<file path="src/rtl/seven_seg_compare_scan_pkg.sv">
// Shared segment encodings for the compare/scan display: active-low,
// bit7..bit1 = a..g, bit0 = dp (1 = dark).
package seven_seg_compare_scan_pkg;

    localparam logic [7:0] SEG_BLANK = 8'hFF;
    localparam logic [7:0] SEG_U     = 8'b1000_0011;
    localparam logic [7:0] SEG_L     = 8'b1110_0011;

    localparam logic [7:0] SEG_HEX_0 = 8'h03;
    localparam logic [7:0] SEG_HEX_1 = 8'h9F;
    localparam logic [7:0] SEG_HEX_2 = 8'h25;
    localparam logic [7:0] SEG_HEX_3 = 8'h0D;
    localparam logic [7:0] SEG_HEX_4 = 8'h99;
    localparam logic [7:0] SEG_HEX_5 = 8'h49;
    localparam logic [7:0] SEG_HEX_6 = 8'h41;
    localparam logic [7:0] SEG_HEX_7 = 8'h1F;
    localparam logic [7:0] SEG_HEX_8 = 8'h01;
    localparam logic [7:0] SEG_HEX_9 = 8'h09;
    localparam logic [7:0] SEG_HEX_A = 8'h11;
    localparam logic [7:0] SEG_HEX_B = 8'hC1;
    localparam logic [7:0] SEG_HEX_C = 8'h63;
    localparam logic [7:0] SEG_HEX_D = 8'h85;
    localparam logic [7:0] SEG_HEX_E = 8'h61;
    localparam logic [7:0] SEG_HEX_F = 8'h71;

    typedef enum logic {
        MODE_STATUS = 1'b0,
        MODE_HEX    = 1'b1
    } disp_mode_e;

    // Replace the dp bit of a glyph; dp is lit (driven 0) when dp_on = 1.
    function automatic logic [7:0] seg_with_dp(input logic [7:0] glyph, input logic dp_on);
        return {glyph[7:1], ~dp_on};
    endfunction

endpackage

</file>
<file path="src/rtl/seven_seg_compare_scan_hex.sv">
// Combinational hex nibble to active-low seven-segment glyph (dp dark).
module hex_to_seg
    import seven_seg_compare_scan_pkg::*;
(
    input  logic [3:0] hex,
    output logic [7:0] seg
);

    always_comb begin
        seg = SEG_BLANK;
        case (hex)
            4'h0: seg = SEG_HEX_0;
            4'h1: seg = SEG_HEX_1;
            4'h2: seg = SEG_HEX_2;
            4'h3: seg = SEG_HEX_3;
            4'h4: seg = SEG_HEX_4;
            4'h5: seg = SEG_HEX_5;
            4'h6: seg = SEG_HEX_6;
            4'h7: seg = SEG_HEX_7;
            4'h8: seg = SEG_HEX_8;
            4'h9: seg = SEG_HEX_9;
            4'hA: seg = SEG_HEX_A;
            4'hB: seg = SEG_HEX_B;
            4'hC: seg = SEG_HEX_C;
            4'hD: seg = SEG_HEX_D;
            4'hE: seg = SEG_HEX_E;
            4'hF: seg = SEG_HEX_F;
        endcase
    end

endmodule

</file>
<file path="src/rtl/seven_seg_compare_scan.sv">
// Compares two packed-nibble values digit by digit and scans the per-digit
// result (U/L status or hex with mismatch dp) onto a multiplexed display.
module seven_seg_compare_scan
    import seven_seg_compare_scan_pkg::*;
#(
    parameter int unsigned DIGITS      = 8,
    parameter int unsigned REFRESH_DIV = 100000
)
(
    input  logic                  clk,
    input  logic                  rst_n,
    input  logic [4*DIGITS-1:0]   value_a,
    input  logic [4*DIGITS-1:0]   value_b,
    input  logic                  cmp_valid,
    input  logic                  mode,
    input  logic                  sticky_en,
    input  logic                  clear_sticky,
    output logic [7:0]            seg_out,
    output logic [DIGITS-1:0]     an_out,
    output logic                  match_all,
    output logic                  mismatch_seen
);

    localparam int unsigned CNT_W = $clog2(REFRESH_DIV);
    localparam int unsigned IDX_W = (DIGITS > 1) ? $clog2(DIGITS) : 1;

    logic [4*DIGITS-1:0] a_q;
    logic [4*DIGITS-1:0] b_q;
    logic                samp_valid;

    logic [DIGITS-1:0]   eq_now;
    logic [DIGITS-1:0]   eq_flags;
    logic [DIGITS-1:0]   sticky_flags;
    logic [4*DIGITS-1:0] disp_a;
    logic                valid_seen;

    logic [CNT_W-1:0]    refresh_cnt;
    logic [IDX_W-1:0]    digit_idx;

    logic [3:0]          cur_nib;
    logic                cur_eq;
    logic                cur_sticky;
    logic                cur_mismatch;
    logic [DIGITS-1:0]   an_next;
    logic [7:0]          hex_glyph;
    logic [7:0]          seg_next;

    // Stage 1: capture the operand pair.
    always_ff @(posedge clk) begin
        if (!rst_n) begin
            a_q        <= '0;
            b_q        <= '0;
            samp_valid <= 1'b0;
        end else begin
            samp_valid <= cmp_valid;
            if (cmp_valid) begin
                a_q <= value_a;
                b_q <= value_b;
            end
        end
    end

    always_comb begin
        eq_now = '0;
        for (int unsigned k = 0; k < DIGITS; k++) begin
            eq_now[k] = (a_q[4*k +: 4] == b_q[4*k +: 4]);
        end
    end

    // Stage 2: equal flags, summary and sticky history. A fresh mismatch
    // overrides a coincident clear for the same digit.
    always_ff @(posedge clk) begin
        if (!rst_n) begin
            eq_flags     <= '1;
            sticky_flags <= '0;
            disp_a       <= '0;
            valid_seen   <= 1'b0;
            match_all    <= 1'b0;
        end else begin
            sticky_flags <= (sticky_flags & ~{DIGITS{clear_sticky}})
                          | (samp_valid ? ~eq_now : '0);
            if (samp_valid) begin
                eq_flags   <= eq_now;
                disp_a     <= a_q;
                valid_seen <= 1'b1;
                match_all  <= &eq_now;
            end
        end
    end

    assign mismatch_seen = |sticky_flags;

    always_ff @(posedge clk) begin
        if (!rst_n) begin
            refresh_cnt <= '0;
            digit_idx   <= '0;
        end else if (refresh_cnt == CNT_W'(REFRESH_DIV - 1)) begin
            refresh_cnt <= '0;
            digit_idx   <= (digit_idx == IDX_W'(DIGITS - 1)) ? '0 : digit_idx + IDX_W'(1);
        end else begin
            refresh_cnt <= refresh_cnt + CNT_W'(1);
        end
    end

    always_comb begin
        cur_nib    = '0;
        cur_eq     = 1'b1;
        cur_sticky = 1'b0;
        an_next    = '1;
        for (int unsigned k = 0; k < DIGITS; k++) begin
            if (digit_idx == IDX_W'(k)) begin
                cur_nib    = disp_a[4*k +: 4];
                cur_eq     = eq_flags[k];
                cur_sticky = sticky_flags[k];
                an_next[k] = 1'b0;
            end
        end
    end

    hex_to_seg u_hex_to_seg (
        .hex (cur_nib),
        .seg (hex_glyph)
    );

    always_comb begin
        cur_mismatch = ~cur_eq | (sticky_en & cur_sticky);
        if (!valid_seen) begin
            seg_next = SEG_BLANK;
        end else if (disp_mode_e'(mode) == MODE_STATUS) begin
            seg_next = cur_mismatch ? SEG_L : SEG_U;
        end else begin
            seg_next = seg_with_dp(hex_glyph, cur_mismatch);
        end
    end

    always_ff @(posedge clk) begin
        if (!rst_n) begin
            seg_out <= SEG_BLANK;
            an_out  <= '1;
        end else begin
            seg_out <= seg_next;
            an_out  <= an_next;
        end
    end

endmodule

</file>
<file path="config.mk">
export PLATFORM = sky130hd
export DESIGN_NAME = seven_seg_compare_scan
export DESIGN_NICKNAME = d
export VERILOG_FILES = /design/src/rtl/seven_seg_compare_scan_pkg.sv /design/src/rtl/seven_seg_compare_scan_hex.sv /design/src/rtl/seven_seg_compare_scan.sv
export SDC_FILE = /design/constraint.sdc
export NUM_CORES = 1
export LEC_CHECK = 0
export BUFFER_PORTS_ARGS = -buffer_cell sky130_fd_sc_hd__buf_2
export CAP_MARGIN = 5
export CELL_PAD_IN_SITES_DETAIL_PLACEMENT = 1
export CELL_PAD_IN_SITES_GLOBAL_PLACEMENT = 1
export CORE_ASPECT_RATIO = 1.4
export CORE_MARGIN = 1.5
export CORE_UTILIZATION = 48
export DETAILED_ROUTE_END_ITERATION = 7
export MAX_ROUTING_LAYER = met4
export PLACE_DENSITY = 0.91
export SLEW_MARGIN = 20
export SYNTH_ARGS = -nofsm -noshare
export SYNTH_HDL_FRONTEND = slang
export SYNTH_SLANG_ARGS = --single-unit
</file>
<file path="constraint.sdc">
create_clock -name clk -period 7.15 [get_ports clk]
set_input_delay 1.0725 -clock clk [delete_from_list [all_inputs] [get_ports clk]]
set_output_delay 1.0725 -clock clk [all_outputs]
set_load 0.01 [all_outputs]
</file>
After elaboration in Yosys (flattened, before gate mapping)
Memories as Yosys holds them, arrays and structs flattened.
Index checks and enable logic that the tools add are counted.
{"block": "word_totals", "mem_bits_ro": 112, "word_cells": 81, "reg_bits": 151, "output_inout_bits": 18, "mem_count": 1, "inputBits": 70}
{"name": "(name not given)", "depth": 16, "width": 7, "read_ports": 1, "rd_clocked_by_memory_dff": 0, "write_ports": 0, "line_no": "seven_seg_compare_scan_hex.sv:11", "rtl": "case (hex)"}
{"block": "op_classes", "bitwise_logic": 9, "n_reduce_logical": 5, "eq_ne": 16, "n_addsub": 2, "mux": 36}
{"cell": "$eq A4 B4 Y1", "count": 8}
{"cell": "$mux W4", "count": 8}
{"cell": "$mux W1", "count": 24}
{"cell": "$add A17 B1 Y17 const B", "count": 1}
{"cell": "$eq A17 B17 Y1 const B", "count": 1}
{"cell": "$mux W8", "count": 2}
{"cell": "$not A8 Y8", "count": 2}
{"cell": "$eq A3 B3 Y1 const B", "count": 4}
{"cell": "$and A8 B8 Y8", "count": 1}
{"cell": "$or A8 B8 Y8", "count": 1}
{"cell": "$reduce_and A8 Y1", "count": 1}
{"cell": "$reduce_or A8 Y1", "count": 1}
{"cell": "$mux W7", "count": 1}
{"cell": "$eq A3 B2 Y1 const B", "count": 2}
{"cell": "$add A3 B1 Y3 const B", "count": 1}
{"cell": "$eq A3 B1 Y1 const B", "count": 1}
{"cell": "$logic_not A3 Y1", "count": 1}
{"cell": "$mux W3", "count": 1}
{"cell": "$not A1 Y1", "count": 3}
{"cell": "$reduce_and A2 Y1", "count": 1}
{"cell": "$reduce_or A2 Y1", "count": 1}
{"cell": "$and A1 B1 Y1", "count": 1}
{"cell": "$or A1 B1 Y1", "count": 1}

Logic depth before layout (Yosys ltp)
Gate-level depths: netlist of the first run.
{"block": "depth", "depth_word": 13, "mapped_depth": 14, "ltp_nobuf": 11}

Hierarchy
From an unflattened synthesis of the first run, not the netlist that was laid out.
{"block": "hier_totals", "hier_cells": 702, "area_unflattened_um2": 6801.5}
{"module": "seven_seg_compare_scan", "seq_area_each_um2": 3022.9, "area_per_inst_um2": 6521.3, "cells_per_inst": 667, "instances": 1}
{"module": "hex_to_seg", "seq_area_each_um2": 0.0, "area_per_inst_um2": 280.3, "cells_per_inst": 35, "instances": 1}

Worst setup path after synthesis of the first run
Ideal clock, no wire load.
{"block": "synth_timing", "path_type": "reg2reg", "start": "reg digit_idx[2]", "end": "reg seg_out[1]", "period_less_slack_ns": 2.648, "arrival_ns": 2.528, "setup_slack_ns": 4.502, "path_stages_with_launch": 13, "required_time_ns": 7.030, "cell_sequence": "dfxtp_1 -> clkbuf_8 -> clkinv_1 -> ha_1 -> buf_2 -> a2111oi_2 -> o22ai_1 -> a21oi_2 -> inv_1 -> ha_1 -> nand2_1 -> nor2_1 -> a211o_1"}
{"block": "synth_between", "elab_chain_len": 11, "elab_cells_between_ends": 18, "cone_classes": "7 x eq/ne; 9 x mux; 1 x reduce/logical; 1 x memory"}
{"element": "start: declaration", "line_no": "seven_seg_compare_scan.sv:38", "rtl": "logic [IDX_W-1:0] digit_idx;"}
{"element": "start signal: assignment", "line_no": "seven_seg_compare_scan.sv:99", "rtl": "digit_idx <= (digit_idx == IDX_W'(DIGITS - 1)) ? '0 : digit_idx + IDX_W'(1);"}
{"element": "$logic_not A3 Y1", "line_no": "seven_seg_compare_scan.sv:111", "rtl": "if (digit_idx == IDX_W'(k)) begin"}
{"element": "$mux W4 (7 in a row)", "line_no": "seven_seg_compare_scan.sv:111"}
{"element": "$mux W4 *", "line_no": "seven_seg_compare_scan.sv:111"}
{"element": "$mem_v2 Z16 W7 *"}
{"element": "$mux W8 *", "line_no": "seven_seg_compare_scan.sv:129", "rtl": "end else if (disp_mode_e'(mode) == MODE_STATUS) begin"}
{"element": "end signal: assignment", "line_no": "seven_seg_compare_scan.sv:141", "rtl": "seg_out <= seg_next;"}
{"element": "end: declaration", "line_no": "seven_seg_compare_scan.sv:18", "rtl": "output logic [7:0] seg_out,"}
Mark *: on every way between the ends. The rest lies on a longest branch, timed or not.
A chain may end at the register's enable or synchronous reset.

Worst setup path after layout of the first run
{"block": "layout_timing", "start": "reg digit_idx[2]", "end": "reg seg_out[3]"}
The elaborated chain is that of the path after synthesis.

==> results by group, run 1 <==
Logic synthesis
  • Synth area leader: dfxtp_1
  • Post-synthesis adder-cell area fraction: 2.70%
  • Synth unique cells: 59
  • Synthesized area per cell: 9.78 um2
  • Register area share after synthesis: 43.5%
  • Post-synthesis simple-gate area fraction: 19.7%
  • Flops & latches, synth: 151
  • Largest family of logic cells by synthesized area: simple AND/OR/NAND/NOR gates
  • Compound-gate portion of the synthesized area: 9.19%
  • Synth Area in XOR/XNOR: 5.93%
  • Synth Warn #: 0
  • Cells after Synth: 710
  • Post-synth EDFFs: 0
  • Cell Area, Synth: 6940 um2
  • Share of the synthesized area in the top cell type: 43.5%
  • Portion of netlist area occupied by mux cells: 14.9%
  • Top_reg_cell synth: dfxtp_1
  • Syn_nets: 795
  • FFs w/ async S/R, synth: 0%
  • Synth area leaders: dfxtp_1, mux2i_1, nor2b_1, xnor2_1, nand2_1

Finish
  • Final net count: 863
  • Ant diodes: 0
  • Most frequent cells in the layout: dfxtp_1, nor2b_1, mux2i_1, buf_2, nand2_1
  • Fraction of final layout cells sized beyond drive strength 1: 16.8%
  • Commonest non-fill, non-tap cell in the layout: dfxtp_1
  • Layout area overhead: 14.5%

Critical path
  • Critical path startpoint category: flop
  • CP max stage delay: 0.90 ns
  • Critical-path cell with the highest stage delay: dfxtp_1
  • WS Path Type: flop to flop
  • CP max FO: 25
  • Crit path cell chain: clkinv_1 > ha_1 > nor3b_1 > o31ai_1 > and3_1 > nor2_1 > mux2i_1 > o31ai_1
  • CP Launch Point: digit_idx[2]
  • Crit path arrival time: 4.19 ns
  • Worst r2r src: digit_idx[2]
  • Crit path top cell by count: o31ai_1
  • Crit path capture type: flop
  • WP data required: 7.47 ns

Hold path
  • HP Start: refresh_cnt[0]
  • Min-delay worst type: flop to flop

Clock network
  • Hold_buf cts: 0
  • Worst-path clk slew: 0.06 ns
  • Clock tree buffer depth: 2
  • Max H-tree Level: 4
  • Clk root buf: clkbuf_16
  • Skew-Pair Late Insertion Delay: 0.43 ns
  • Post-CTS Setup Bufs: 0
  • Clock Sinks: 151
  • CTS resizes: 0
  • TritonCTS Buffers: 17
  • CTS tree: yes

Power and ir drop
  • VDD IR max: 154 uV
  • Leakage Power: 3.14 nW
  • Pwr Total: 1.90 mW
  • Power per standard cell area: 240 nW/um2

Placed design
  • Dpl hpwl: 12900 um
  • I/O Buffers: 87
  • RePlAce Congestion: 0.824

Timing
  • RSZ-0062 raised after global routing: no
  • Max-slew violations: 0
  • Worst slew margin: 27.7%
  • Worst Skew: 0.0160 ns
  • Setup violators final: 0
  • Min Clock Period, post-route: 3.87 ns
  • Final setup TNS: 0 ns
  • Final worst-path cycle share: 54.1%
  • FMAX: 258 MHz
  • Worst-margin pin slew: 1.08 ns
  • Final Hold Fails: 0

Route
  • WL final: 18800 um
  • Residual DRC count: 0
  • DRT iter0 DRCs: 182
  • DR WL/cell: 19.3 um
  • DRT antenna net count: 0
  • Via density: 5.46
  • Pre-Repair DR Iteration Count: 7
  • Vias: 5325

Die
  • Die outline width: 105 um
  • Starting Density: 49.4%
  • Row cnt: 51
  • Core area: 14000 um2
  • DIE AREA: 15200 um2
  • Height of the die: 145 um
  • IO Count: 88

Flow run
  • Max cap viols: 0

Outcome
  • Status: finished clean

Global route
  • First-pass GRT wire length: 30800 um
  • Vias in the first global route: 5932
  • Number of antenna violations at the first check in global routing: 0
  • Grt total ovfl: 0
  • Total global-route track usage: 26.5%
  • Largest net degree at the start of global routing: 101
-- where the power goes --
| part | switching (mW) | internal (mW) |
|---|---|---|
| registers | 0.0326 | 0.878 |
| clock network | 0.369 | 0.454 |
| logic | 0.0876 | 0.0831 |
-- flip-flops by register name, summed over array words and instances, names as in the netlist --
name and cells:
refresh_cnt 17, sticky_flags 8, seg_out 8, digit_idx 3, samp_valid 1, match_all 1, an_out 8, valid_seen 1
disp_a 32, b_q 32, a_q 32, eq_flags 8
-- metrics by stage --
step	util (%)	std cells	hold WS, ns	instance area, um2	setup WS (ns)
2_1_floorplan	-	710	0.413	6940	4.50
3_3_place_gp	52.8	944	0.422	7410	3.73
3_5_place_dp	52.8	944	0.431	7410	3.43
4_1_cts	56.6	976	0.439	7950	3.32
5_1_grt	56.6	976	0.473	7950	3.02
6_report	56.6	976	0.438	7950	3.28
-- cells in the mapped netlist, drive strengths merged (2+ instances only) --
library cell and number:
nand3 16, o31ai 3, a21boi 11, inv 14, nand4b 2, nor3b 3
mux2i 103, nor2 30, ha 15, a31oi 3, nand2 53, nor4 5
and3 4, and2 4, o211ai 4, clkbuf 20, a21oi 15, nand3b 7
a211o 2, o311ai 2, a2111oi 3, dfxtp 151, nand4 10, nand2b 10
o21ai 21, xor2 9, a211oi 9, o22ai 2, a21o 2, xnor2 38
buf 21, nor2b 103, o21a 3
-- metal layers --
metal,global-route usage [%],vias to the layer above,part of all wire [%]
met4,13.0,0,4.3
met5,-,-,0
met3,4.99,65,2.8
met1,27.3,2570,39
met2,47.8,139,54
li1,-,2551,-
-- layout make-up --
cell class / count / area, um2
repair buffers: 90 / 460
clock buffers: 18 / 439
clock inverters: 14 / 103
inverters: 15 / 56.3
fillers: 1616 / 6090
well taps: 185 / 231
flip-flops and latches: 151 / 3020
multi-input cells: 503 / 3630
-- critical path: cells and delay by family, from the launching register on --
kind,cells,cell delay (ns)
mux,1,0.23
simple gates,3,1.21
flops,1,0.90
compound gates,2,0.42
buf+inv,1,0.45
fa+ha+maj,1,0.54
-- logic make-up (layout without fill, tap and decap cells) --
logic type	Yosys count	count (layout)
mux	103	103
compound gates	87	87
flops	151	151
buf+inv	56	137
fa+ha+maj	15	15
xor+xnor	47	47
simple gates	251	251
-- path summary, 6_finish.rpt --
| kind | to | slack [ns] | cells past startpoint |
|---|---|---|---|
| min reg2reg | refresh_cnt[0] | 0.44 | 1 |
| max reg2reg | seg_out[3] | 3.28 | 8 |
| min | refresh_cnt[0] | 0.44 | 1 |
| max | seg_out[3] | 3.28 | 8 |
No activity file was read; power rests on OpenSTA's default activity.
==> run 2, diff against run 1 <==
ABC_AREA = 1   (was unset)
CORE_UTILIZATION = 37   (was 48)
PLACE_DENSITY = 0.82   (was 0.91)
clock period = 3.45 ns   (was 7.15 ns; I/O delays follow)
==> results by group, run 2 <==
Placed design
  • Dpl hpwl: 12300 um (-4.8%)
  • Placed instance count: 1167 (+24%)
  • RePlAce Congestion: 0.873 (+6.0%)
  • I/O Buffers: 87 (unchanged)

Finish
  • Commonest non-fill, non-tap cell in the layout: nor2_1
  • Most frequent cells in the layout: nor2_1, dfxtp_1, nand2_1, o21ai_0, buf_2
  • # fillers: 2149 (+33%)
  • Largest regs: a_q x32, b_q x32, disp_a x32
  • Ant diodes: 0 (unchanged)
  • Layout area overhead: 18.9%
  • Final non-filler cell total: 1199 (+23%)
  • Fraction of final layout cells sized beyond drive strength 1: 13.7% (-3.2 points)
  • Final net count: 1039 (+20%)

Logic synthesis
  • Synth Warn #: 0 (unchanged)
  • Share of the synthesized area in the top cell type: 47.0% (+3.4 points)
  • Syn_nets: 969 (+22%)
  • Synth cell count leaders: nor2_1, dfxtp_1, nand2_1
  • Synthesized area per cell: 7.28 um2 (-26%)
  • Top_reg_cell synth: dfxtp_1
  • Synth unique cells: 29 (-51%)
  • Post-synth EDFFs: 0 (unchanged)
  • Cell Area, Synth: 6440 um2 (-7.3%)
  • Flops & latches, synth: 151 (unchanged)
  • Synth area leaders: dfxtp_1, nor2_1, o21ai_0, nand2_1, inv_1
  • FFs w/ async S/R, synth: 0% (unchanged)
  • Register area share after synthesis: 47.0% (+3.4 points)
  • Synth area leader: dfxtp_1
  • Most frequent cell after synthesis: nor2_1
  • Cells after Synth: 884 (+25%)

Timing
  • Worst slew margin: 35.0% (+7.3 points)
  • Max-slew violations: 0 (unchanged)
  • Final worst-path cycle share: 78.6% (+24 points)
  • Min Clock Period, post-route: 2.71 ns (-1.16 ns)
  • Worst-margin pin slew: 0.969 ns (-0.115 ns)
  • Setup violators final: 0 (unchanged)
  • Final setup TNS: 0 ns (unchanged)
  • RSZ-0062 raised after global routing: no
  • Final Hold Fails: 0 (unchanged)
  • FMAX: 369 MHz (+43%)
  • Worst Skew: 0.00738 ns (-0.00857 ns)

Clock network
  • Skew-Pair Late Insertion Delay: 0.43 ns (about the same)
  • CTS tree: yes
  • Max H-tree Level: 4 (unchanged)
  • CTS resizes: 0 (unchanged)
  • Worst-path clk slew: 0.06 ns (about the same)
  • Clk root buf: clkbuf_16
  • Clock Sinks: 151 (unchanged)
  • Clock tree buffer depth: 2 (unchanged)
  • Hold_buf cts: 0 (unchanged)
  • TritonCTS Buffers: 17 (unchanged)
  • Post-CTS Setup Bufs: 0 (unchanged)

Critical path
  • Crit path capture type: flop
  • CP bufs+invs: 5 (+4)
  • CP top delay family: buffers and inverters
  • CP max stage delay: 0.48 ns (-0.42 ns)
  • Worst r2r src: digit_idx[2]
  • WP data required: 3.77 ns (-3.70 ns)
  • Crit path top cell by count: nand2_1
  • Critical path startpoint category: flop
  • Crit path arrival time: 3.03 ns (-1.16 ns)
  • Crit path cell chain: inv_1 > ha_1 > inv_1 > o21ai_0 > inv_1 > a21oi_1 > o21bai_1 > nand2_1 > nand2_1 > inv_1 > ha_1 > inv_1 > nand2_1 > nand2_1 > nand2_1 > nand3_1 > nand2_1
  • WS Path Type: flop to flop
  • CP max FO: 8 (-68%)
  • Critical-path cell with the highest stage delay: dfxtp_1
  • CP Launch Point: digit_idx[2]

Power and ir drop
  • Clock Power Share: 45.4% (+2.2 points)
  • Sw power: 1.06 mW (+120%)
  • VDD IR max: 324 uV (+110%)
  • Gate power share: 9.1% (about the same)
  • Power per standard cell area: 548 nW/um2 (+130%)
  • Switching portion of total power: 25.3% (-0.40 points)
  • Internal power: 3.14 mW (+120%)
  • Reg power frac: 45.5% (-2.3 points)
  • Leakage Power: 3.39 nW (+8.1%)

Die
  • Row cnt: 56 (+9.8%)
  • Core area: 16900 um2 (+20%)
  • Height of the die: 159 um (+9.5%)
  • Starting Density: 38.1% (-11 points)
  • Die outline width: 114 um (+9.4%)
  • IO Count: 88 (unchanged)
  • DIE AREA: 18200 um2 (+20%)

Route
  • WL final: 17500 um (-6.9%)
  • Pre-Repair DR Iteration Count: 4 (-3)
  • DRT iter0 DRCs: 201 (+10%)
  • Via density: 4.90 (-10%)
  • Residual DRC count: 0 (unchanged)
  • DR WL/cell: 14.6 um (-24%)
  • Vias: 5878 (+10%)
  • DRT antenna net count: 0 (unchanged)

Flow run
  • Max cap viols: 0 (unchanged)

Global route
  • Grt total ovfl: 0 (unchanged)
  • Total global-route track usage: 20.9% (-5.6 points)
  • Vias in the first global route: 6139 (+3.5%)
  • Number of antenna violations at the first check in global routing: 0 (unchanged)
  • First-pass GRT wire length: 29500 um (-4.2%)
  • Largest net degree at the start of global routing: 76 (-25%)

Outcome
  • Status: finished clean

Hold path
  • Min-delay worst type: primary input to flop
  • HP Start: value_b[2]
[run 2: worst paths after layout]
kind	end	slack, ns	cells past startpoint
max	seg_out[4]	0.74	17
min	b_q[2]	0.31	3
max reg2reg	seg_out[4]	0.74	17
min reg2reg	refresh_cnt[0]	0.45	1
[run 2: kinds of logic after synthesis]
logic type / after synthesis / share of synthesized area (%)
buffers and inverters: 111 / 6.55
AO/OA/AOI/OAI: 168 / 13.5
XOR/XNOR: 31 / 4.22
adder cells (fa/ha/maj): 15 / 2.92
flip-flops: 151 / 47.0
AND/OR/NAND/NOR: 408 / 25.9
[run 2: routing by layer]
metal  share of wire [%]  vias to the layer above  GRT usage (%)
li1                    -                     2973              -
met1                  44                     2797           24.4
met2                  52                       83           35.5
met3                 2.6                       25           4.15
met4                 1.9                        0           7.16
met5                   0                        -              -
[run 2: cell type report]
class | count | area [um2] | area share [%]
well taps | 232 | 290 | 3.79
clock buffers | 19 | 433 | 5.65
clock inverters | 13 | 169 | 2.21
repair buffers | 92 | 485 | 6.34
inverters | 70 | 263 | 3.43
multi-input cells | 622 | 2990 | 39.1
flip-flops and latches | 151 | 3020 | 39.5
[run 2: through the flow]
stage	hold slack [ns]	setup WS [ns]	utilization, %	area, um2	total power [mW]
global placement	0.427	0.897	41.8	7050	2.31
floorplan	0.418	1.26	-	6440	2.18
global route	0.302	0.399	45.3	7660	4.38
finish	0.306	0.738	45.3	7660	4.20
detailed placement	0.441	0.786	41.8	7050	2.33
CTS	0.295	0.758	45.3	7660	4.25
[run 2: power by group through the flow]
stage / Sequential, mW / Combinational [mW] / Clock (mW)
after global routing: 1.92 / 0.440 / 2.02
after global placement: 1.94 / 0.370 / 0
after CTS: 1.91 / 0.389 / 1.95
after detailed placement: 1.95 / 0.379 / 0
final: 1.91 / 0.383 / 1.91
after floorplan: 1.93 / 0.251 / 0
[run 2: worst reg2reg max path: cells and delay by family, from the launching register on]
| kind | cells | cell delay, ns |
|---|---|---|
| flip-flops | 1 | 0.48 |
| AND/OR/NAND/NOR | 7 | 0.57 |
| buffers and inverters | 5 | 0.66 |
| adder cells (fa/ha/maj) | 2 | 0.57 |
| AO/OA/AOI/OAI | 3 | 0.33 |
==> run 3, diff against run 2 <==
ABC_AREA = 0   (was 1)
CORE_UTILIZATION = 41   (was 37)
PLACE_DENSITY = 0.84   (was 0.82)
clock period = 2.25 ns   (was 3.45 ns; I/O delays follow)
==> results by group, run 3 (synthesized netlist as in run 1, its figures left out) <==
Outcome
  • Status: finished, violations left
  • Failing checks: negative setup slack

Timing
  • Final worst-path cycle share: 101% (+22 points)
  • Worst Skew: 0.00710 ns (-0.000279 ns)
  • Min Clock Period, post-route: 2.27 ns (-0.442 ns)
  • Hold WS: 0.161 ns (-0.145 ns)
  • Worst setup margin: -0.0201 ns (-0.758 ns)
  • Worst-margin pin slew: 0.440 ns (-0.529 ns)
  • Setup violators final: 2 (+2)
  • Max-slew violations: 0 (unchanged)
  • FMAX: 441 MHz (+19%)
  • Final Hold Fails: 0 (unchanged)
  • RSZ-0062 raised after global routing: yes
  • Final setup TNS: -0.0239 ns (-0.0239 ns)
  • Worst slew margin: 70.7% (+36 points)

Die
  • Core area: 16700 um2 (-1.2%)
  • Row cnt: 56 (unchanged)
  • Die outline width: 113 um (-1.3%)
  • IO Count: 88 (unchanged)
  • DIE AREA: 17700 um2 (-2.6%)
  • Starting Density: 41.6% (+3.5 points)
  • Height of the die: 157 um (-1.3%)

Finish
  • Most frequent cells in the layout: dfxtp_1, nor2b_1, mux2i_1, buf_2, nand2_1
  • Design area: 8580 um2 (+12%)
  • Largest regs: a_q x32, b_q x32, disp_a x32
  • Fraction of final layout cells sized beyond drive strength 1: 24.2% (+11 points)
  • Commonest non-fill, non-tap cell in the layout: dfxtp_1
  • Final net count: 900 (-13%)
  • Layout area overhead: 23.6%
  • Ant diodes: 0 (unchanged)
  • Final non-filler cell total: 1031 (-14%)

Route
  • Vias: 5399 (-8.1%)
  • DRT iter0 DRCs: 240 (+19%)
  • Residual DRC count: 0 (unchanged)
  • WL final: 18900 um (+7.8%)
  • DR WL/cell: 18.3 um (+25%)
  • Pre-Repair DR Iteration Count: 5 (+1)
  • Via density: 5.24 (+6.8%)
  • DRT antenna net count: 0 (unchanged)

Clock network
  • Clock tree buffer depth: 2 (unchanged)
  • Clk root buf: clkbuf_16
  • Hold_buf cts: 0 (unchanged)
  • Clock Sinks: 151 (unchanged)
  • TritonCTS Buffers: 17 (unchanged)
  • Worst-path clk slew: 0.06 ns (about the same)
  • Max H-tree Level: 4 (unchanged)
  • Skew-Pair Late Insertion Delay: 0.43 ns (about the same)
  • CTS tree: yes

Flow run
  • Max cap viols: 0 (unchanged)

Critical path
  • WP data required: 2.55 ns (-1.22 ns)
  • WS Path Type: flop to flop
  • Critical path startpoint category: flop
  • Crit path capture type: flop
  • Crit path arrival time: 2.57 ns (-0.46 ns)
  • CP max FO: 6 (-2)
  • Reg2reg path depth: 13 (-4)

Placed design
  • Dpl hpwl: 13200 um (+7.0%)
  • I/O Buffers: 87 (unchanged)
  • Dpl cell area: 7700 um2 (+9.2%)
  • Placed instance count: 987 (-15%)
  • RePlAce Congestion: 0.846 (-3.1%)
  • Pre-CTS setup slack: -0.143 ns (-0.928 ns)

Global route
  • Total global-route track usage: 22.7% (+1.8 points)
  • Vias in the first global route: 5760 (-6.2%)
  • Number of antenna violations at the first check in global routing: 0 (unchanged)
  • Grt total ovfl: 0 (unchanged)
  • First-pass GRT wire length: 30100 um (+2.0%)
  • Largest net degree at the start of global routing: 127 (+67%)

Power and ir drop
  • Power per standard cell area: 770 nW/um2 (+40%)
  • Leakage Power: 3.41 nW (+0.44%)
  • VDD IR max: 538 uV (+66%)

Hold path
  • Min-delay worst type: primary input to flop
  • Worst hold path depth: 3 (unchanged)
## run 3: cell types whose count changed in the layout (fill, tap and decap cells not counted), moves of 31 or more
cell / previous run / this run
o21ai_0: 115 / 13
nor2_1: 195 / 30
inv_1: 68 / 8
nor2b_1: 0 / 103
mux2i_1: 0 / 103
buf_4: 4 / 35
nand2_1: 140 / 51
## run 3: report_power, final
part	switching [mW]	internal, mW
Sequential	0.102	2.79
Clock	1.11	2.03
Combinational	0.288	0.280
Total	1.50	5.10
## run 3: critical path: stages (launching register included)
cell,delay [ns]
dfxtp_4,0.37
inv_4,0.06
ha_4,0.17
buf_4,0.14
buf_6,0.12
a21oi_2,0.14
o21ai_2,0.08
a31oi_2,0.21
o31ai_4,0.11
buf_4,0.15
ha_1,0.28
nand2_1,0.06
o2111ai_1,0.12
o311ai_1,0.13
## run 3: path summary, 6_finish.rpt
path,start,to,slack [ns]
min,value_b[29],b_q[29],0.16
max,digit_idx[1],seg_out[4],-0.02
max reg2reg,digit_idx[1],seg_out[4],-0.02
min reg2reg,refresh_cnt[0],refresh_cnt[0],0.44
## run 3: through the flow
| stage | total power, mW | util [%] |
|---|---|---|
| finish | 6.60 | 51.4 |
| global route | 6.84 | 51.4 |
| CTS | 6.65 | 50.9 |
| detailed placement | 3.50 | 46.2 |
| global placement | 3.48 | 46.2 |
| floorplan | 3.28 | - |
## run 3: area by class of cell
class,count,area (um2)
multi-input combinational,503,3780
clock buffer,21,460
fill,1903,8100
inverter,15,66.3
tap,203,254
clock inverter,11,194
sequential,151,3030
timing repair buffer,127,787
## run 3: routing by layer
layer / part of all wire, % / track usage [%] / vias up
met5: 0 / - / -
met4: 2.4 / 9.23 / 0
met3: 2.8 / 4.31 / 32
met2: 53 / 40.3 / 106
met1: 41 / 25.1 / 2628
li1: - / - / 2633
## run 3: repair_timing
| action | 4_1_cts | 5_1_grt |
|---|---|---|
| pin swaps | 10 | 11 |
| endpoints found under the setup margin | 7 | 7 |
| gates resized for setup | 21 | 15 |
| buffers inserted | 8 | 4 |
